### config.mk
export PLATFORM = sky130hd
export DESIGN_NAME = pipe_stage_reg
export DESIGN_NICKNAME = d
export VERILOG_FILES = /design/src/rtl/pipe_stage_reg.sv
export SDC_FILE = /design/constraint.sdc
export NUM_CORES = 1
export LEC_CHECK = 0
export CAP_MARGIN = 20
export CORE_MARGIN = 1.5
export CORE_UTILIZATION = 45
export CTS_CLUSTER_DIAMETER = 50
export CTS_CLUSTER_SIZE = 16
export DETAILED_ROUTE_END_ITERATION = 10
export GPL_ROUTABILITY_DRIVEN = 0
export PLACE_DENSITY_LB_ADDON = 0.08
export SLEW_MARGIN = 20
export SYNTH_ARGS = -nofsm -noshare
export SYNTH_HDL_FRONTEND = slang
export SYNTH_SLANG_ARGS = --single-unit
### constraint.sdc
create_clock -name clk -period 1.9 [get_ports clk]
set_input_delay 0.38 -clock clk [delete_from_list [all_inputs] [get_ports clk]]
set_output_delay 0.38 -clock clk [all_outputs]
set_load 0.01 [all_outputs]
### src/rtl/pipe_stage_reg.sv
// pipe_stage_reg
//   Generic inter-stage pipeline register for the pipelined MIPS core. It
//   carries a packed datapath bundle and a packed control bundle between two
//   stages. Flow control is valid/ready, and a two-entry skid buffer lets
//   in_ready come straight from a flop. A synchronous flush squashes every
//   held entry and inserts a bubble. All state changes on the falling edge
//   of clk.
//
//   Ports
//     clk        clock (falling-edge active)
//     reset      asynchronous, active-low reset
//     flush      synchronous squash of all held entries
//     in_valid   upstream entry valid
//     in_ready   stage can accept an entry (registered)
//     in_data    upstream datapath bundle, word 0 in the LSBs
//     in_ctrl    upstream control bundle
//     out_valid  downstream entry valid (registered)
//     out_ready  downstream accepts
//     out_data   held datapath bundle
//     out_ctrl   held control bundle, forced to zero on a bubble
//
//   Optional build macro PIPE_STAGE_STATS_EN adds the outputs stall_cycles
//   and bubble_cycles (32-bit wrapping event counters).
//
//   state | meaning
//   ------+---------------------------------------------------
//   EMPTY | nothing held; out_valid=0, in_ready=1
//   ONE   | main entry presented, skid free; in_ready=1
//   FULL  | main presented and skid occupied; in_ready=0
module pipe_stage_reg #(
  parameter int DATA_W         = 32,
  parameter int NUM_WORDS      = 6,
  parameter int CTRL_W         = 16,
  parameter int FLUSH_CLR_DATA = 0
) (
  input  logic                          clk,
  input  logic                          reset,
  input  logic                          flush,
  input  logic                          in_valid,
  output logic                          in_ready,
  input  logic [NUM_WORDS*DATA_W-1:0]   in_data,
  input  logic [CTRL_W-1:0]             in_ctrl,
  output logic                          out_valid,
  input  logic                          out_ready,
  output logic [NUM_WORDS*DATA_W-1:0]   out_data,
  output logic [CTRL_W-1:0]             out_ctrl
`ifdef PIPE_STAGE_STATS_EN
  ,
  output logic [31:0]                   stall_cycles,
  output logic [31:0]                   bubble_cycles
`endif
);

  localparam int BUS_W = NUM_WORDS * DATA_W;

  localparam logic [1:0] EMPTY = 2'd0;
  localparam logic [1:0] ONE   = 2'd1;
  localparam logic [1:0] FULL  = 2'd2;

  logic [1:0]        state_q, state_d;
  logic [BUS_W-1:0]  main_data_q, main_data_d;
  logic [CTRL_W-1:0] main_ctrl_q, main_ctrl_d;
  logic [BUS_W-1:0]  skid_data_q, skid_data_d;
  logic [CTRL_W-1:0] skid_ctrl_q, skid_ctrl_d;
  logic              in_ready_q;
  logic              out_valid_q;
  logic              in_fire;
  logic              out_fire;

  assign in_fire  = in_valid & in_ready_q;
  assign out_fire = out_valid_q & out_ready;

  always_comb begin
    state_d     = state_q;
    main_data_d = main_data_q;
    main_ctrl_d = main_ctrl_q;
    skid_data_d = skid_data_q;
    skid_ctrl_d = skid_ctrl_q;

    if (flush) begin
      // An out_fire in this cycle was already seen downstream; an in_fire is dropped.
      state_d     = EMPTY;
      main_ctrl_d = '0;
      skid_ctrl_d = '0;
      if (FLUSH_CLR_DATA != 0) begin
        main_data_d = '0;
        skid_data_d = '0;
      end
    end else begin
      case (state_q)
        EMPTY: begin
          if (in_fire) begin
            state_d     = ONE;
            main_data_d = in_data;
            main_ctrl_d = in_ctrl;
          end
        end
        ONE: begin
          if (in_fire && out_fire) begin
            main_data_d = in_data;
            main_ctrl_d = in_ctrl;
          end else if (in_fire) begin
            // Downstream stalled: park the newcomer behind the presented entry.
            state_d     = FULL;
            skid_data_d = in_data;
            skid_ctrl_d = in_ctrl;
          end else if (out_fire) begin
            state_d = EMPTY;
          end
        end
        FULL: begin
          if (out_fire) begin
            state_d     = ONE;
            main_data_d = skid_data_q;
            main_ctrl_d = skid_ctrl_q;
          end
        end
        default: state_d = EMPTY;
      endcase
    end
  end

  always_ff @(negedge clk or negedge reset) begin
    if (!reset) begin
      state_q     <= EMPTY;
      main_data_q <= '0;
      main_ctrl_q <= '0;
      skid_data_q <= '0;
      skid_ctrl_q <= '0;
      in_ready_q  <= 1'b1;
      out_valid_q <= 1'b0;
    end else begin
      state_q     <= state_d;
      main_data_q <= main_data_d;
      main_ctrl_q <= main_ctrl_d;
      skid_data_q <= skid_data_d;
      skid_ctrl_q <= skid_ctrl_d;
      // Handshake outputs are decoded from the next state so both leave a flop.
      in_ready_q  <= (state_d != FULL);
      out_valid_q <= (state_d != EMPTY);
    end
  end

  assign in_ready  = in_ready_q;
  assign out_valid = out_valid_q;
  assign out_data  = main_data_q;
  // Bubble guarantee: no stray RegWrite/MemWrite/Branch leaks out on an empty slot.
  assign out_ctrl  = out_valid_q ? main_ctrl_q : '0;

`ifdef PIPE_STAGE_STATS_EN
  logic [31:0] stall_q;
  logic [31:0] bubble_q;

  always_ff @(negedge clk or negedge reset) begin
    if (!reset) begin
      stall_q  <= '0;
      bubble_q <= '0;
    end else begin
      if (out_valid_q && !out_ready) begin
        stall_q <= stall_q + 32'd1;
      end
      if (!out_valid_q || flush) begin
        bubble_q <= bubble_q + 32'd1;
      end
    end
  end

  assign stall_cycles  = stall_q;
  assign bubble_cycles = bubble_q;
`endif

endmodule
Word-level counts from Yosys, hierarchy flattened
Index checks and enable logic that the tools add are counted.
W data, S select, Z words.

word-level totals
  flip-flop bits (word level) = 420
  bits in latches = 0
  RAM bits = 0
  bits in read-only memories = 0
  bits of input ports = 213
  memories = 0

cells by class
  $add $sub $neg = 0
  multiply operators = 0
  divide/modulo/power cells = 0
  magnitude comparators = 0
  eq/ne operators = 10
  shift operators = 0
  multiplexer cells = 20
  bitwise operators = 4
  reduce and logical (&&, ||, !) cells = 11

operator list
  operator              number
  $mux W192             3
  $pmux W192 S3         1
  $mux W16              8
  $pmux W16 S3          1
  $mux W2               6
  $ne A2 B2 Y1 const B  5
  $ne A3 B3 Y1 const B  3
  $reduce_and A4 Y1     2
  $pmux W2 S3           1
  $reduce_bool A2 Y1    3
  $reduce_and A5 Y1     1
  $reduce_bool A4 Y1    1
  $reduce_and A3 Y1     1
  $reduce_bool A3 Y1    1
  $and A1 B1 Y1         2
  $eq A2 B1 Y1 const B  1
  $eq A2 B2 Y1 const B  1
  $logic_not A2 Y1      1
  $not A1 Y1            2
  $logic_and A1 B1 Y1   1

Logic depth before layout (Yosys ltp)
Gate-level depths: netlist of the first run.

  depth after elaboration = 7
  depth in mapped cells = 9
  gate-level depth less buffers = 6

==> results of run 1 <==
-- power groups by stage --
stage	Combinational, µW	Clock, µW	Sequential [µW]
finish	15600	9400	15700
global route	16600	9930	16100
CTS	13600	9540	15400
detailed placement	13000	6.59	15500
global placement	12800	6.59	15300
floorplan	6500	6.59	15700
-- cells in the mapped netlist --
| cell type | instances | share of area, % |
|---|---|---|
| dfrtn_1 | 419 | 58 |
| nor2_1 | 226 | 4.7 |
| mux2i_1 | 224 | 12 |
| a21oi_1 | 192 | 5.3 |
| mux2_4 | 100 | 8.3 |
| mux2_1 | 80 | 5.0 |
| buf_2 | 47 | 1.3 |
| clkbuf_1 | 32 | 0.66 |
| buf_6 | 20 | 1.2 |
| and2_1 | 17 | 0.59 |
| a211oi_1 | 16 | 0.66 |
| mux2_2 | 12 | 0.75 |
| ha_1 | 4 | 0.28 |
| nand3_1 | 4 | 0.11 |
| inv_1 | 3 | 0.062 |
| a21boi_1 | 2 | 0.083 |
| a31oi_1 | 2 | 0.069 |
| nand2_1 | 2 | 0.041 |
| o21ai_0 | 2 | 0.055 |
| or2_1 | 2 | 0.069 |
| a2111oi_2 | 1 | 0.083 |
| a2111oi_4 | 1 | 0.15 |
| dfstp_2 | 1 | 0.15 |
| nand4_1 | 1 | 0.035 |
| o211ai_1 | 1 | 0.041 |
| o21bai_1 | 1 | 0.041 |
| xor2_1 | 1 | 0.048 |
-- cell usage in the layout, fill, tap and decap left out, types with 31 or more instances in the layout --
cell type | synthesis | final
nor2_1 | 226 | 186
mux2_4 | 100 | 168
clkdlybuf4s50_1 | 0 | 208
dfrtn_1 | 419 | 419
buf_2 | 47 | 128
nor2_4 | 0 | 31
mux2i_1 | 224 | 224
a21oi_2 | 0 | 185
buf_4 | 0 | 172
clkbuf_16 | 0 | 68
buf_12 | 0 | 56
buf_6 | 20 | 108
-- worst paths after layout --
path                                                   start                            to  depth (start not counted)
worst min-delay path            skid_data_q[159]$_DFFE_NN0P_  skid_data_q[159]$_DFFE_NN0P_                          1
worst max register to register           out_valid$_DFF_NN0_     out_data[120]$_DFFE_NN0P_                         10
worst max-delay path                     out_valid$_DFF_NN0_                  out_ctrl[10]                          3
worst min register to register  skid_data_q[159]$_DFFE_NN0P_  skid_data_q[159]$_DFFE_NN0P_                          1
min in group asynchronous                              reset  skid_data_q[105]$_DFFE_NN0P_                          2
max in group asynchronous                              reset   skid_data_q[25]$_DFFE_NN0P_                          3
-- routing by layer --
metal	track usage [%]	routed length (µm)
met2	39.2	28100
met1	31.1	23900
met5	0	73
met3	8.76	4300
met4	8.39	1530
-- logic make-up (layout without fill, tap and decap cells) --
kind of cell,Yosys count,in the layout,synth area share (%)
xor+xnor,1,1,0.0483
fa+ha+maj,4,4,0.276
other cells,0,6,0
mux,416,416,26.4
simple gates,252,256,5.52
flops,420,420,58.0
compound gates,218,218,6.49
buf+inv,102,815,3.27
-- per-stage QoR --
step           total power (µW)  TNS, ns  cells
2_1_floorplan             22200  -344.84   1413
3_3_place_gp              28100  -632.44   2367
3_5_place_dp              28500  -641.83   2367
4_1_cts                   38600  -258.59   2544
5_1_grt                   42600  -284.73   2661
6_report                  40700  -263.44   2661
-- sequential cells by signal, summed over array words and instances, names as in the netlist --
register     flops
main_ctrl_q     16
skid_data_q    192
skid_ctrl_q     16
in_ready         1
state_q          2
out_data       192
out_valid        1
-- area by class of cell --
| class | count | share of cell area, % |
|---|---|---|
| flip-flops and latches | 420 | 36.3 |
| multi-input cells | 895 | 28.9 |
| repair buffers | 734 | 27.1 |
| clock buffers | 46 | 3.79 |
| well taps | 525 | 2.27 |
| clock inverters | 33 | 1.56 |
| diodes | 6 | 0.0518 |
| inverters | 2 | 0.0259 |
-- worst register-to-register path: cells and delay by family, from the launching register on --
family / cells / cell delay [ns]
compound gates: 2 / 0.45
simple gates: 1 / 0.18
flops: 1 / 0.44
buf+inv: 7 / 1.04
-- repair_timing --
action	4_1_cts	5_1_grt
pin swaps	6	10
buffers inserted	79	75
gates cloned	21	42
endpoints found under the setup margin	630	630
resized for setup	1005	185
==> results.py, run 1 <==
metrics = {
    "logic_synthesis": {
        "synth_seq_cells": 420,
        "synthCells": 1413,
        "yosys_warnings": 0,
        "synth.distinct_cells": 27,
        "syn_area_um2": 18100,
        "ys_seq_area_share_pct": 58.0,
        "synth_nets": 1630,
        "avgSynthCellArea_um2": 12.8,
    },
    "clocking": {
        "cts_tree": "built",
        "cts-root-buf": "clkbuf_16",
        "postCtsHoldBufs": 0,
        "worstSkewPairLatency_ns": 0.60,
        "cts-buffers-inserted": 43,
        "cts.sinks": 420,
        "clk_pin_slew_ns": 0.05,
        "h-tree-depth": 2,
        "clockBufferDepth": 3,
    },
    "critical_path": {
        "crit_family": "flip-flops",
        "cp_num_buf_inv": 2,
        "worstSetupStartpointType": "flip-flop",
        "cp_cell_sequence": "buf_6, and2_4, buf_6",
        "slowest_delay_ns": 0.44,
        "crit_fanout": 9,
        "path_common_cell": "buf_6",
        "cp-end-kind": "output port",
        "worst_ep_required_time_ns": 1.52,
        "slowest_stage": "dfrtn_1",
        "reg2reg_slack_ns": -0.36,
        "critPathKind": "flip-flop to output port",
        "arrival_ns": 2.39,
    },
    "pwr": {
        "p_seq_share_pct": 38.6,
        "power_switching_uw": 12800,
        "pwr-share-clk_pct": 23.1,
        "p_leak_uw": 0.0129,
        "netSwitchingFraction_pct": 31.5,
        "p_int_uw": 27900,
        "irDropWorstVdd_v": 0.000930,
        "combinationalPowerShare_pct": 38.3,
        "power_density_nw_per_um2": 1400,
    },
    "cells_and_area": {
        "fin_nets": 2314,
        "multiInputGateArea_um2": 8380,
        "final_cell_area_um2": 29000,
        "drive_gt1_share_pct": 48.8,
        "areaGrowthSynthToFinish_pct": 59.9,
        "fin_util_pct": 72.9,
        "regArea_um2": 10500,
        "fillers": 2678,
    },
    "floorplan": {
        "initial_core_util_pct": 45.6,
        "ios": 423,
        "dieArea_um2": 41500,
        "fp.dieW_um": 204,
        "fp-row-count": 73,
        "core_um2": 39700,
        "die_h_um": 204,
    },
    "placed_design": {
        "hpwl_um": 32700,
        "place_ws_ns": -1.48,
        "port_buffers": 422,
        "place_area_um2": 24600,
    },
    "flow_run": {
        "maxCapViolCount": 0,
    },
    "route": {
        "avgRoutedWirePerCell_um": 21.7,
        "first_pass_iters": 4,
        "drt_iter0_drc": 659,
        "vias_per_cell": 5.19,
        "drt-total-wl_um": 57800,
        "drc": 0,
        "vias": 13810,
        "detail-route-antenna-nets": 0,
    },
    "status": {
        "violations": "negative setup slack",
        "status": "finished with violations",
    },
    "timing": {
        "fin_ws_ns": -0.866,
        "hold_viol": 0,
        "hold_slack_ns": 0.442,
        "clock_skew_ns": 0.0550,
        "relSlewSlack_pct": 62.7,
        "finalSetupViolCount": 629,
        "tightest_slew_ns": 0.559,
        "slew_violations": 0,
        "rsz0062_at_grt": "yes",
    },
    "global_route": {
        "grt_max_degree": 71,
        "grt_usage_pct": 24.6,
        "grt_pass1_vias": 13902,
        "grt_pass1_wl_um": 79500,
        "antenna_found_initial": 12,
        "grt-ovfl-total": 0,
    },
    "min_path": {
        "worstHoldPathType": "flip-flop to flip-flop",
    },
}
(Power assumes the default switching activity.)
==> run 2: changes to the inputs <==
--- a/config.mk
+++ b/config.mk
@@ -11,7 +11,6 @@
 export CTS_CLUSTER_DIAMETER = 50
 export CTS_CLUSTER_SIZE = 16
 export DETAILED_ROUTE_END_ITERATION = 10
-export GPL_ROUTABILITY_DRIVEN = 0
 export PLACE_DENSITY_LB_ADDON = 0.08
 export SLEW_MARGIN = 20
 export SYNTH_ARGS = -nofsm -noshare
==> results of run 2 <==
No change in the layout: final DEF, timing and power equal those of run 1.
==> run 3: changes to the inputs <==
--- a/config.mk
+++ b/config.mk
@@ -12,6 +12,7 @@
 export CTS_CLUSTER_SIZE = 16
 export DETAILED_ROUTE_END_ITERATION = 10
 export PLACE_DENSITY_LB_ADDON = 0.08
+export RECOVER_POWER = 100
 export SLEW_MARGIN = 20
 export SYNTH_ARGS = -nofsm -noshare
 export SYNTH_HDL_FRONTEND = slang
==> run 3 against run 2 <==
  * The run still ends with negative setup slack left
  * Via count shrank 0.13%
  * Critical path type unchanged
  * Setup slack is essentially flat
  * Critical path depth did not move
  * Largest cell class unchanged
  * Sequential cell count unchanged
  * Count of clock-buffer cells in the layout stayed put
==> results.py, run 3 (synthesis gave the netlist of run 1 again) <==
metrics = {
    "timing": {
        "relSlewSlack_pct": 50.5,
        "slew_violations": 0,
        "finalSetupViolCount": 629,
        "tightest_slew_ns": 0.742,
        "hold_slack_ns": 0.442,
        "fin_ws_ns": -0.866,
        "clock_skew_ns": 0.0544,
        "rsz0062_at_grt": "yes",
        "hold_viol": 0,
    },
    "pwr": {
        "power_density_nw_per_um2": 1410,
        "irDropWorstVdd_v": 0.000930,
        "p_leak_uw": 0.0128,
    },
    "global_route": {
        "grt-ovfl-total": 0,
        "grt_usage_pct": 24.6,
        "grt_pass1_wl_um": 79500,
        "antenna_found_initial": 13,
        "grt_max_degree": 71,
        "grt_pass1_vias": 13902,
    },
    "floorplan": {
        "fp.dieW_um": 204,
        "initial_core_util_pct": 45.6,
        "dieArea_um2": 41500,
        "core_um2": 39700,
        "ios": 423,
        "fp-row-count": 73,
        "die_h_um": 204,
    },
    "clocking": {
        "h-tree-depth": 2,
        "clk_pin_slew_ns": 0.05,
        "cts.sinks": 420,
        "cts_tree": "built",
        "worstSkewPairLatency_ns": 0.60,
        "postCtsHoldBufs": 0,
        "cts-root-buf": "clkbuf_16",
        "cts-buffers-inserted": 43,
        "clockBufferDepth": 3,
    },
    "critical_path": {
        "cp-end-kind": "output port",
        "worst_ep_required_time_ns": 1.52,
        "arrival_ns": 2.39,
        "reg2reg_depth": 10,
        "worstSetupStartpointType": "flip-flop",
        "critPathKind": "flip-flop to output port",
        "crit_fanout": 9,
        "reg2reg_slack_ns": -0.36,
        "reg2reg_to": "out_data[120]$_DFFE_NN0P_",
        "regToRegStartpoint": "out_valid$_DFF_NN0_",
    },
    "placed_design": {
        "gp_congestion": 0.790,
        "place_inst": 2367,
        "hpwl_um": 32700,
        "port_buffers": 422,
        "place_area_um2": 24600,
    },
    "status": {
        "status": "finished with violations",
        "violations": "negative setup slack",
    },
    "cells_and_area": {
        "areaGrowthSynthToFinish_pct": 58.7,
        "final_cell_area_um2": 28800,
        "fillers": 2713,
        "mostFrequentLayoutCell": "dfrtn_1",
        "mostFrequentLayoutCells": "dfrtn_1 (419), mux2i_1 (224), clkdlybuf4s50_1 (208), nor2_1 (186), a21oi_2 (185)",
        "fin_nets": 2314,
        "drive_gt1_share_pct": 48.7,
        "fin_util_pct": 72.4,
        "regArea_um2": 10500,
        "multiInputGateArea_um2": 8380,
        "fin_cells": 2661,
    },
    "min_path": {
        "worstHoldPathType": "flip-flop to flip-flop",
        "hold_start": "skid_data_q[159]$_DFFE_NN0P_",
        "min_path_cells": 1,
        "worstHoldEndpoint": "skid_data_q[159]$_DFFE_NN0P_",
    },
    "route": {
        "vias_per_cell": 5.18,
        "drc": 0,
        "avgRoutedWirePerCell_um": 21.7,
        "drt_iter0_drc": 639,
        "vias": 13792,
        "drt-total-wl_um": 57800,
        "detail-route-antenna-nets": 0,
        "first_pass_iters": 4,
    },
    "flow_run": {
        "maxCapViolCount": 0,
    },
}
## run 3: cell types whose count changed in the layout (fill, tap and decap cells not counted)
cell / before / now
clkbuf_4: 0 / 3
buf_8: 13 / 12
clkbuf_1: 2 / 4
buf_4: 172 / 164
clkbuf_2: 0 / 13
buf_12: 56 / 41
buf_6: 108 / 114
## run 3: timing repair
| item | 4_1_cts | 5_1_grt |
|---|---|---|
| setup buffers | 79 | 75 |
| gates cloned | 21 | 42 |
| pin swaps | 6 | 10 |
| gates resized for setup | 1005 | 185 |
| setup endpoints to repair | 630 | 630 |
## run 3: worst max-delay path by stage
stage	from	to	slack, ns	cells after the start
final	out_valid$_DFF_NN0_	out_ctrl[10]	-0.87	3
after global routing	out_valid$_DFF_NN0_	out_ctrl[10]	-0.92	3
after CTS	out_valid$_DFF_NN0_	out_ctrl[10]	-0.92	4
after detailed placement	in_valid	out_data[148]$_DFFE_NN0P_	-1.48	6
after global placement	in_valid	out_data[149]$_DFFE_NN0P_	-1.42	6
after floorplan	in_valid	skid_data_q[100]$_DFFE_NN0P_	-0.88	8
## run 3: worst max-delay path, stage by stage (launching register included)
cell and delay [ns]:
dfrtn_1 0.44, buf_6 0.17, and2_4 0.17, buf_6 0.10
## run 3: layout make-up
cell class | instances | share of cell area (%)
inverters | 2 | 0.0261
clock inverters | 33 | 1.57
well taps | 525 | 2.28
diodes | 6 | 0.0522
clock buffers | 46 | 3.82
multi-input cells | 895 | 29.1
flip-flops and latches | 420 | 36.6
repair buffers | 734 | 26.6
## run 3: metrics by stage
step	TNS (ns)	total power, µW	setup WS (ns)
after floorplan	-344.84	22200	-0.876
after global placement	-632.44	28100	-1.42
after detailed placement	-641.83	28500	-1.48
after CTS	-258.59	38600	-0.917
after global routing	-285.14	42600	-0.916
final	-264.19	40600	-0.866
## run 3: report_power, final
part	switching (µW)	internal, µW	total [µW]
combinational	6230	9280	15500
clock	3980	5410	9390
sequential	2570	13100	15700
## run 3: metal layers
| metal | wire (µm) | track usage, % |
|---|---|---|
| met5 | 87 | 0 |
| met4 | 1550 | 8.39 |
| met3 | 4350 | 8.76 |
| met2 | 28100 | 39.2 |
| met1 | 23700 | 31.1 |
